==> src/rtl/jpeg_pkg.sv <==
// jpeg_pkg: constants and bank-state encoding shared by the JPEG quantiser,
// the zig-zag buffer controller and the zig-zag address ROM.
package jpeg_pkg;

    localparam int BLK_SIZE = 64;
    localparam int IDX_W    = 6;
    localparam int COEF_W   = 12;

    typedef enum logic [1:0] {
        BANK_EMPTY    = 2'd0,
        BANK_FILLING  = 2'd1,
        BANK_FULL     = 2'd2,
        BANK_DRAINING = 2'd3
    } bank_state_t;

    // A bank can take writes until its closing coefficient has landed
    function automatic logic bank_writable(input bank_state_t s);
        return (s == BANK_EMPTY) || (s == BANK_FILLING);
    endfunction

endpackage

==> src/rtl/zigzag_rom.sv <==
// zigzag_rom: combinational map from zig-zag position k (0..63) to the
// raster address row*8+col of an 8x8 block. No state; usable by an
// inverse zig-zag stage as well.
module zigzag_rom
    import jpeg_pkg::*;
(
    input  logic [IDX_W-1:0] i_k,
    output logic [IDX_W-1:0] o_addr
);

    localparam int ZZ_TAB [BLK_SIZE] = '{
         0,  1,  8, 16,  9,  2,  3, 10,
        17, 24, 32, 25, 18, 11,  4,  5,
        12, 19, 26, 33, 40, 48, 41, 34,
        27, 20, 13,  6,  7, 14, 21, 28,
        35, 42, 49, 56, 57, 50, 43, 36,
        29, 22, 15, 23, 30, 37, 44, 51,
        58, 59, 52, 45, 38, 31, 39, 46,
        53, 60, 61, 54, 47, 55, 62, 63
    };

    // Table lookup: zig-zag position to raster address
    always_comb o_addr = IDX_W'(ZZ_TAB[i_k]);

endmodule

==> src/rtl/zigzag_buffer.sv <==
// zigzag_buffer: ping-pong 8x8 block buffer. One bank fills in raster
// order (any address order, closed by address 63) while the other drains
// in JPEG zig-zag order over a valid/ready stream.
// Optional feature: define ZZ_DC_DIFF_EN to emit the idx-0 word as the
// DC difference to the previous block's DC (wrapped to DW bits).
module zigzag_buffer
    import jpeg_pkg::*;
#(
    parameter int DW = COEF_W
) (
    input  logic             clk,
    input  logic             rst_n,
    input  logic             in_valid,
    output logic             in_ready,
    input  logic [IDX_W-1:0] in_addr,
    input  logic [DW-1:0]    in_data,
    output logic             out_valid,
    input  logic             out_ready,
    output logic [DW-1:0]    out_data,
    output logic [IDX_W-1:0] out_idx,
    output logic             out_last
);

    localparam logic [IDX_W-1:0] LAST_IDX = IDX_W'(BLK_SIZE - 1);

    bank_state_t      r_bstate     [2];
    bank_state_t      w_bstate_nxt [2];
    logic             r_wbank;
    logic             r_rbank;
    logic [IDX_W:0]   r_k;

    logic [DW-1:0]    r_mem [2*BLK_SIZE];

    logic             r_vld_p1;
    logic [IDX_W-1:0] r_idx_p1;
    logic [DW-1:0]    r_rdata_p1;

    logic             r_vld_p2;
    logic [IDX_W-1:0] r_idx_p2;
    logic [DW-1:0]    r_data_p2;
    logic             r_last_p2;

    logic             w_wr_en;
    logic             w_wr_close;
    logic             w_xfer;
    logic             w_last_xfer;
    logic             w_out_free;
    logic             w_p1_free;
    logic             w_rd_start;
    logic             w_rd_en;
    bank_state_t      w_rd_state;
    logic [IDX_W-1:0] w_k_cur;
    logic [IDX_W-1:0] w_raddr;
    logic [DW-1:0]    w_data_p1;

    zigzag_rom u_rom (
        .i_k    (w_k_cur),
        .o_addr (w_raddr)
    );

    // Handshakes and reader issue: a read is issued whenever the RAM output
    // slot will be free next cycle, giving one word per cycle at full rate
    always_comb begin
        w_wr_en     = in_valid & in_ready;
        w_wr_close  = w_wr_en & (in_addr == LAST_IDX);
        w_xfer      = r_vld_p2 & out_ready;
        w_last_xfer = w_xfer & r_last_p2;
        w_out_free  = ~r_vld_p2 | out_ready;
        w_p1_free   = ~r_vld_p1 | w_out_free;
        w_rd_state  = r_bstate[r_rbank];
        w_rd_start  = (w_rd_state == BANK_FULL) & w_p1_free;
        w_rd_en     = w_rd_start
                    | ((w_rd_state == BANK_DRAINING) & ~r_k[IDX_W] & w_p1_free);
        w_k_cur     = w_rd_start ? '0 : r_k[IDX_W-1:0];
    end

    // Bank state register
    always_ff @(posedge clk or negedge rst_n) begin
        if (!rst_n) begin
            r_bstate[0] <= BANK_EMPTY;
            r_bstate[1] <= BANK_EMPTY;
        end else begin
            r_bstate[0] <= w_bstate_nxt[0];
            r_bstate[1] <= w_bstate_nxt[1];
        end
    end

    // Bank next state: the writer only touches EMPTY/FILLING banks and the
    // reader only FULL/DRAINING ones, so both sides can act in one cycle
    always_comb begin
        for (int b = 0; b < 2; b++) begin
            w_bstate_nxt[b] = r_bstate[b];
            if (w_wr_en && (r_wbank == 1'(b)))
                w_bstate_nxt[b] = w_wr_close ? BANK_FULL : BANK_FILLING;
            if (r_rbank == 1'(b)) begin
                if (w_rd_start)
                    w_bstate_nxt[b] = BANK_DRAINING;
                else if (w_last_xfer)
                    w_bstate_nxt[b] = BANK_EMPTY;
            end
        end
    end

    // Output decode of the bank FSM: stall the writer while its bank is busy
    always_comb in_ready = bank_writable(r_bstate[r_wbank]);

    // Bank pointers and zig-zag read counter (bit IDX_W marks all 64 issued)
    always_ff @(posedge clk or negedge rst_n) begin
        if (!rst_n) begin
            r_wbank <= 1'b0;
            r_rbank <= 1'b0;
            r_k     <= '0;
        end else begin
            if (w_wr_close)
                r_wbank <= ~r_wbank;
            if (w_last_xfer)
                r_rbank <= ~r_rbank;
            if (w_rd_en)
                r_k <= {1'b0, w_k_cur} + 1'b1;
        end
    end

    // Block storage: bank select in the address MSB, synchronous read port
    always_ff @(posedge clk) begin
        if (w_wr_en)
            r_mem[{r_wbank, in_addr}] <= in_data;
        if (w_rd_en)
            r_rdata_p1 <= r_mem[{r_rbank, w_raddr}];
    end

    // ---- stage p1: RAM read data, held until the output register takes it
    always_ff @(posedge clk or negedge rst_n) begin
        if (!rst_n) begin
            r_vld_p1 <= 1'b0;
            r_idx_p1 <= '0;
        end else if (w_rd_en) begin
            r_vld_p1 <= 1'b1;
            r_idx_p1 <= w_k_cur;
        end else if (w_out_free) begin
            r_vld_p1 <= 1'b0;
        end
    end

`ifdef ZZ_DC_DIFF_EN
    logic signed [DW-1:0] r_pred;

    function automatic logic signed [DW-1:0] dc_diff(input logic signed [DW-1:0] dc,
                                                     input logic signed [DW-1:0] pred);
        return dc - pred;
    endfunction

    function automatic logic signed [DW-1:0] dc_restore(input logic signed [DW-1:0] diff,
                                                        input logic signed [DW-1:0] pred);
        return diff + pred;
    endfunction

    // DC term leaves as a difference; every other index passes raw
    always_comb w_data_p1 = (r_idx_p1 == '0) ? dc_diff(r_rdata_p1, r_pred) : r_rdata_p1;

    // Predictor recovers the raw DC from the difference as the idx-0 word leaves
    always_ff @(posedge clk or negedge rst_n) begin
        if (!rst_n)
            r_pred <= '0;
        else if (w_xfer && (r_idx_p2 == '0))
            r_pred <= dc_restore(r_data_p2, r_pred);
    end
`else
    // Raw coefficient at every index
    always_comb w_data_p1 = r_rdata_p1;
`endif

    // ---- stage p2: output register, frozen while out_valid & !out_ready
    always_ff @(posedge clk or negedge rst_n) begin
        if (!rst_n) begin
            r_vld_p2  <= 1'b0;
            r_data_p2 <= '0;
            r_idx_p2  <= '0;
            r_last_p2 <= 1'b0;
        end else if (w_out_free) begin
            r_vld_p2 <= r_vld_p1;
            if (r_vld_p1) begin
                r_data_p2 <= w_data_p1;
                r_idx_p2  <= r_idx_p1;
                r_last_p2 <= (r_idx_p1 == LAST_IDX);
            end
        end
    end

    assign out_valid = r_vld_p2;
    assign out_data  = r_data_p2;
    assign out_idx   = r_idx_p2;
    assign out_last  = r_last_p2;

endmodule
==> config.mk <==
export PLATFORM = sky130hd
export DESIGN_NAME = zigzag_buffer
export DESIGN_NICKNAME = d
export VERILOG_FILES = /design/src/rtl/jpeg_pkg.sv /design/src/rtl/zigzag_rom.sv /design/src/rtl/zigzag_buffer.sv
export SDC_FILE = /design/constraint.sdc
export NUM_CORES = 2
export LEC_CHECK = 0
export BUFFER_PORTS_ARGS = -buffer_cell sky130_fd_sc_hd__buf_2
export CORE_UTILIZATION = 55
export DETAILED_ROUTE_END_ITERATION = 10
export PLACE_DENSITY = 0.7
export SLEW_MARGIN = 20
export SYNTH_ARGS = -nofsm -noshare
export SYNTH_HDL_FRONTEND = slang
export SYNTH_SLANG_ARGS = --single-unit
==> constraint.sdc <==
create_clock -name clk -period 6.8 [get_ports clk]
set_input_delay 1.02 -clock clk [delete_from_list [all_inputs] [get_ports clk]]
set_output_delay 1.02 -clock clk [all_outputs]
set_load 0.02 [all_outputs]
# Word level (Yosys, flattened, before mapping)
# Memory sizes are Yosys's and may differ from the RTL's. A register that Yosys moved wholly into a read port is not among the register bits.
# Cells that the tools add are included.
# Widths: inputs -> output; s select.
[word_totals]
regBits = 40
mem_bits_rw = 1536
rom_bits = 2048
input_bits = 22
output_inout_bits = 21
wordCells = 68
n_memories = 2
[memory_table]
columns = ["memory", "depth", "word_bits", "rd", "rd_clocked_by_memory_dff", "write_ports", "line", "text"]
rows = [
  ["(no name shown)", 64, 32, 1, 0, 0, "zigzag_rom.sv:23", "always_comb o_addr = IDX_W'(ZZ_TAB[i_k]);"],
  ["r_mem", 128, 12, 1, 1, 1, "zigzag_buffer.sv:32", "logic [DW-1:0] r_mem [2*BLK_SIZE];"],
]
[op_classes]
addsub = 1
magnitude_cmp = 3
n_eq_ne = 5
mux = 22
n_bitwise = 18
reduce_logical = 6
[op_table]
columns = ["operator", "count"]
rows = [
  ["$mux 2", 15],
  ["$mux 6", 3],
  ["$eq 6x6->1 const B", 2],
  ["$add 6x1->7 const B", 1],
  ["$and 1x1->1", 7],
  ["$ge 7x7->1 const B", 1],
  ["$not 6->7", 1],
  ["$not 1->1", 5],
  ["$eq 2x2->1 const B", 2],
  ["$ge 2x2->1 const B", 2],
  ["$mux 1", 4],
  ["$not 1->2", 2],
  ["$or 1x1->1", 3],
  ["$eq 2x1->1 const B", 1],
  ["$logic_and 1x1->1", 2],
  ["$logic_not 2->1", 1],
  ["$reduce_and 2->1", 1],
  ["$reduce_bool 2->1", 1],
  ["$logic_or 1x1->1", 1],
]

# Longest topological paths before layout
[logic_depth]
depth_word = 13
mapped_depth = 22
depth_no_buf = 14

# By module
# A second synthesis with hierarchy kept.
[hier_totals]
hier_cells = 2605
area_unflattened_um2 = 61724.2
[modules_own_cells]
columns = ["mod", "instances", "cells_per_inst", "area_each_um2", "seq_area_each_um2"]
rows = [
  ["zigzag_buffer", 1, 2497, 60927.2, 47485.5],
  ["zigzag_rom", 1, 108, 797.0, 0.0],
]

# Least setup slack after synthesis
# OpenSTA, ideal clock, no wires.
[synth_timing]
path_kind = "input port to flip-flop"
from = "input out_ready"
to = "register r_rdata_p1[10] (read register of r_mem), data pin"
setup_ps = 169
arrival_ps = 4875
required_ps = 6631
path_slack_ps = 1757
cell_stages = 18
path_buffers = 4
cell_sequence = "nand3b_1 -> nand3_1 -> buf_2 -> buf_1 -> nand2_1 -> inv_1 -> ha_1 -> inv_1 -> mux4_2 -> or3_1 -> buf_4 -> o211ai_2 -> clkbuf_1 -> a211oi_1 -> or4_1 -> a22oi_1 -> nand4_1 -> nor4b_2"
[synth_between]
elab_chain_len = 8
elab_cells_between_ends = 10
classes_between = "mux: 3; bitwise: 6; memory: 1"
[synth_rtl]
columns = ["item", "line", "text"]
rows = [
  ["from (decl)", "zigzag_buffer.sv:18", "input logic out_ready,"],
  ["$or 1x1->1", "zigzag_buffer.sv:68", "w_out_free = ~r_vld_p2 | out_ready;"],
  ["$or 1x1->1", "zigzag_buffer.sv:69", "w_p1_free = ~r_vld_p1 | w_out_free;"],
  ["$and 1x1->1", "zigzag_buffer.sv:71", "w_rd_start = (w_rd_state == BANK_FULL) & w_p1_free;"],
  ["$mux 6", "zigzag_buffer.sv:74", "w_k_cur = w_rd_start ? '0 : r_k[IDX_W-1:0];"],
  ["via u_rom.i_k[1]", "zigzag_rom.sv:7", "input logic [IDX_W-1:0] i_k,"],
  ["$not 6->7 (not written as such)", "zigzag_rom.sv:23", ""],
  ["$mem_v2 64x32", "n/a", ""],
  ["$mux 6 (not written as such) (2 in a row)", "zigzag_rom.sv:23", ""],
  ["to (decl)", "zigzag_buffer.sv:36", "logic [DW-1:0] r_rdata_p1;"],
]
# The timed path passes the listed nets, and every way through them passes these cells. The select of a mux whose other input is x is not followed.
# A chain may end at the register's enable or synchronous reset.

# Worst setup path in the final report
[layout_timing]
from = "register r_rbank"
to = "register r_rdata_p1[9] (read register of r_mem), data pin"
[layout_between]
elab_chain_len = 11
elab_cells_between_ends = 15
classes_between = "eq/ne: 2; mux: 6; bitwise: 6; memory: 1"
[layout_rtl]
columns = ["item", "line", "text"]
rows = [
  ["from (decl)", "zigzag_buffer.sv:29", "logic r_rbank;"],
  ["from (signal assigned)", "zigzag_buffer.sv:117", "r_rbank <= ~r_rbank;"],
  ["$not 1->2 (not written as such)", "zigzag_buffer.sv:70", "w_rd_state = r_bstate[r_rbank];"],
  ["$mux 2 (not written as such) (3 in a row)", "zigzag_buffer.sv:70", ""],
  ["$eq 2x2->1", "zigzag_buffer.sv:71", ""],
  ["$and 1x1->1", "zigzag_buffer.sv:71", ""],
  ["$mux 6", "zigzag_buffer.sv:74", ""],
  ["$not 6->7 (not written as such)", "zigzag_rom.sv:23", ""],
  ["$mem_v2 64x32", "n/a", ""],
  ["$mux 6 (not written as such) (2 in a row)", "zigzag_rom.sv:23", ""],
]
# Parallel ways exist; a longest one is shown, timed or not. The select of a mux whose other input is x is not followed.

==> parameters.txt <==
Parameter                              Value

Clocking
  Clock Pin Slew Worst Setup and Hold Paths ... 60 ps
  Clock insertion delay at the later pin of the skew report ... 760 ps
  Cell chosen for the clock root ... clkbuf_16
  Post-CTS Setup Bufs ... 0
  CTS tree ... done
  Count of hold buffers inserted by post-cts repair ... 0
  Clk buf depth ... 3
  Resized Gates After CTS ... 0
  Clock buffer count from CTS ... 155
  Clock net sink count ... 1588
  H-tree depth reported by CTS ... 4

Logic synthesis
  Count of distinct cell types in the synthesized netlist ... 74
  Area share of and/or/nand/nor cells after synthesis ... 0.130
  Cells after synthesis ... 4610
  Synthesized area divided by synthesized cell count ... 14.0 sq um
  Multiplexer share of the synthesized area ... 0.00951
  Post-synthesis sequential area ratio ... 0.735
  Post-synth EDFFs ... 1548
  Primary flip-flop cell chosen by synthesis mapping ... edfxtp_1
  Main combinational cell family by area after synthesis ... simple AND/OR/NAND/NOR gates
  Netlist area before placement ... 64600 sq um
  Total of flip-flops plus latches after synthesis ... 1588
  Compound-Gate Fraction of Synth Area ... 0.0939
  Synth warn ... 0
  Cell type with the highest aggregate area in the netlist ... edfxtp_1
  Async set-or-reset flop fraction in the synthesized netlist ... 0.0252
  Xor and xnor fraction of the mapped netlist area ... 0.000813
  Post-Synthesis Net Count ... 4644
  Post-Synth Adder-Cell Area ... 0.00232
  Post-synth top area share ... 0.719
  Largest cells by area after synthesis ... edfxtp_1 (72%), a211oi_1 (4.5%), nand2_1 (3.9%)

Finish
  Number of inserted diodes ... 0
  Fraction of final layout cells with drive strength greater than 1 ... 0.115
  Area added between synthesis and finish ... 11.4%
  Non-filler instance count after layout ... 6271
  Total number of nets in the final design ... 4660

STA
  Transition time at the pin with the least slew margin ... 1210 ps
  Final Cycle Share ... 0.887
  Slew HR ... 0.191
  Count of endpoints failing setup in the final report ... 0
  Final Hold Slack ... 263 ps
  Unrepaired setup endpoints after global routing ... no
  Sum Neg Setup Slack ... 0 ps
  Maximum clock frequency ... 166 MHz
  Max-slew violation total from the final report ... 0
  Final hold viol count ... 0
  Period minus WS final ... 6030 ps
  Clock skew ... 22.7 ps

Floorplanning
  Overall die area ... 119000 sq um
  Initial core utilization ... 0.555
  Die Wd ... 345 microns
  Boundary pin count ... 43
  Area of the core ... 116000 sq um
  Core Rows ... 125
  Vertical die dimension ... 345 microns

Worst setup path
  Critical path buffers and inverters ... 1
  Cell-by-cell listing of the critical path ... buf_4 -> mux2i_1 -> nand3_2 -> nand2_1 -> ha_1 -> a21oi_1 -> a211o_1 -> a31o_2 -> a221oi_4 -> and2_1 -> a32oi_1 -> o22ai_1 -> nor3_1
  Top Family by Delay on Critical Path ... compound AO/OA/AOI/OAI gates
  Slowest stage cell, crit path ... o22ai_1
  Type of origin of the critical path ... register
  Endpoint type of the worst setup path ... register
  Peak per-stage delay on the critical path ... 830 ps
  Maximum net fanout on the critical path ... 18
  Endpoint required time on the critical path ... 7260 ps
  Data arrival at the endpoint of the critical path ... 6490 ps
  CP Class ... reg -> reg

Placed design
  Routability cong. ... 0.913
  Quantity of I/O buffers inserted on ports ... 42
  Cells after DPL ... 5993
  Post-detailed-placement half-perimeter wirelength ... 100 mm

Drt
  Routed Antenna Nets ... 0
  Post-DR wirelength/cell ... 28.1 microns
  First-pass DRT Iterations ... 9
  Total Wirelength ... 176 mm
  Iter 0 DRT Violations ... 6150
  Average via count per standard cell ... 6.65
  Drt drc ... 0
  Routed via count ... 41682

GRT
  GR Layer Usage met1 ... 0.424
  Vias in the first global route ... 39169
  Initial antenna violation count ... 3
  Met3 Use GR ... 0.0580
  Wire length of the first global-routing pass ... 259 mm
  Global routing met2 resource utilization ... 0.452
  Pin count of the biggest net entering global routing ... 190
  Busiest metal layer after global routing ... met2
  Final global-route overflow total ... 0
  Global-route usage over all layers ... 0.295

Status
  Status ... finished clean

Job
  Number of max-cap violations ... 0

Worst hold path
  Worst min-delay path category ... in -> async
-- cell usage after synthesis (all sizes together), types with 30 or more instances --
| master | n |
|---|---|
| clkbuf | 250 |
| a221oi | 49 |
| inv | 57 |
| a32oi | 38 |
| or4 | 96 |
| a311oi | 49 |
| a211oi | 389 |
| nand3 | 296 |
| a22oi | 57 |
| edfxtp | 1548 |
| nand2 | 665 |
| nor2 | 159 |
| a31oi | 99 |
| and3 | 388 |
| mux2i | 34 |
| o22ai | 30 |
| dfrtp | 40 |
| buf | 132 |
-- layout by cell type, fill, tap and decap left out, types with 96 or more instances in the layout --
| cell type | count |
|---|---|
| clkbuf_16 | 160 |
| edfxtp_1 | 1548 |
| a211oi_1 | 389 |
| and3_1 | 387 |
| nand2_1 | 664 |
| a31oi_1 | 99 |
| nand3_1 | 294 |
| buf_4 | 181 |
| or4_1 | 96 |
| nor2_1 | 122 |
-- path summary, 6_finish.rpt --
kind	cells after the start	slack, ps	end	start
setup / recovery	13	770	r_rdata_p1[9]	r_rbank
hold / removal	1	260	out_data[10]	rst_n
setup reg to reg	13	770	r_rdata_p1[9]	r_rbank
hold reg to reg	1	480	out_data[1]	r_rdata_p1[1]
max in group asynchronous	1	6150	r_idx_p1[1]	rst_n
min in group clk	1	480	out_data[1]	r_rdata_p1[1]
-- through the flow --
stage / worst slack [ps] / util / cell area, sq um
finish: 770 / 0.619 / 72000
global route: 557 / 0.619 / 72000
CTS: 900 / 0.619 / 72000
detailed placement: 617 / 0.578 / 67300
global placement: 709 / 0.578 / 67200
floorplan: 1760 / - / 64600
-- state kept, by name, summed over array words and instances (netlist names) --
name,flops
r_idx_p1,6
r_rdata_p1,12
r_vld_p1,1
out_last,1
r_rbank,1
out_data,12
r_bstate,4
r_wbank,1
r_mem,1536
out_idx,6
r_k,7
out_valid,1
-- cell type report --
cell class | instances | area [sq um]
Clock buffer | 207 | 4220
Clock inverter | 71 | 443
Fill cell | 8507 | 44400
Inverter | 59 | 221
Multi-Input combinational cell | 2581 | 15600
Sequential cell | 1588 | 47500
Tap cell | 1524 | 1910
Timing Repair Buffer | 241 | 2120
-- per-layer routing --
layer	vias to the layer above	part of all wire
met4	4	0.036
li1	17996	-
met2	2411	0.46
met1	20925	0.40
met3	346	0.11
met5	-	0.00014
-- cells by family (layout without fill, tap and decap cells) --
kind of cell,after synthesis,after routing
buffers and inverters,441,578
adders and majority gates,12,12
AOI/OAI and AO/OA,802,802
muxes,57,57
and+or+nand+nor,1704,1704
DFF,1588,1588
xor gates and xnor gates,6,6
-- worst reg2reg max path, stage by stage (launching register included) --
cell,delay [ps]
dfrtp_1,320
buf_4,280
mux2i_1,440
nand3_2,330
nand2_1,340
ha_1,310
a21oi_1,110
a211o_1,280
a31o_2,270
a221oi_4,790
and2_1,820
a32oi_1,460
o22ai_1,840
nor3_1,160
Power is left out: the tool's default activity adds up to more than one toggle a clock period on the data nets, which glitch-free logic cannot reach.
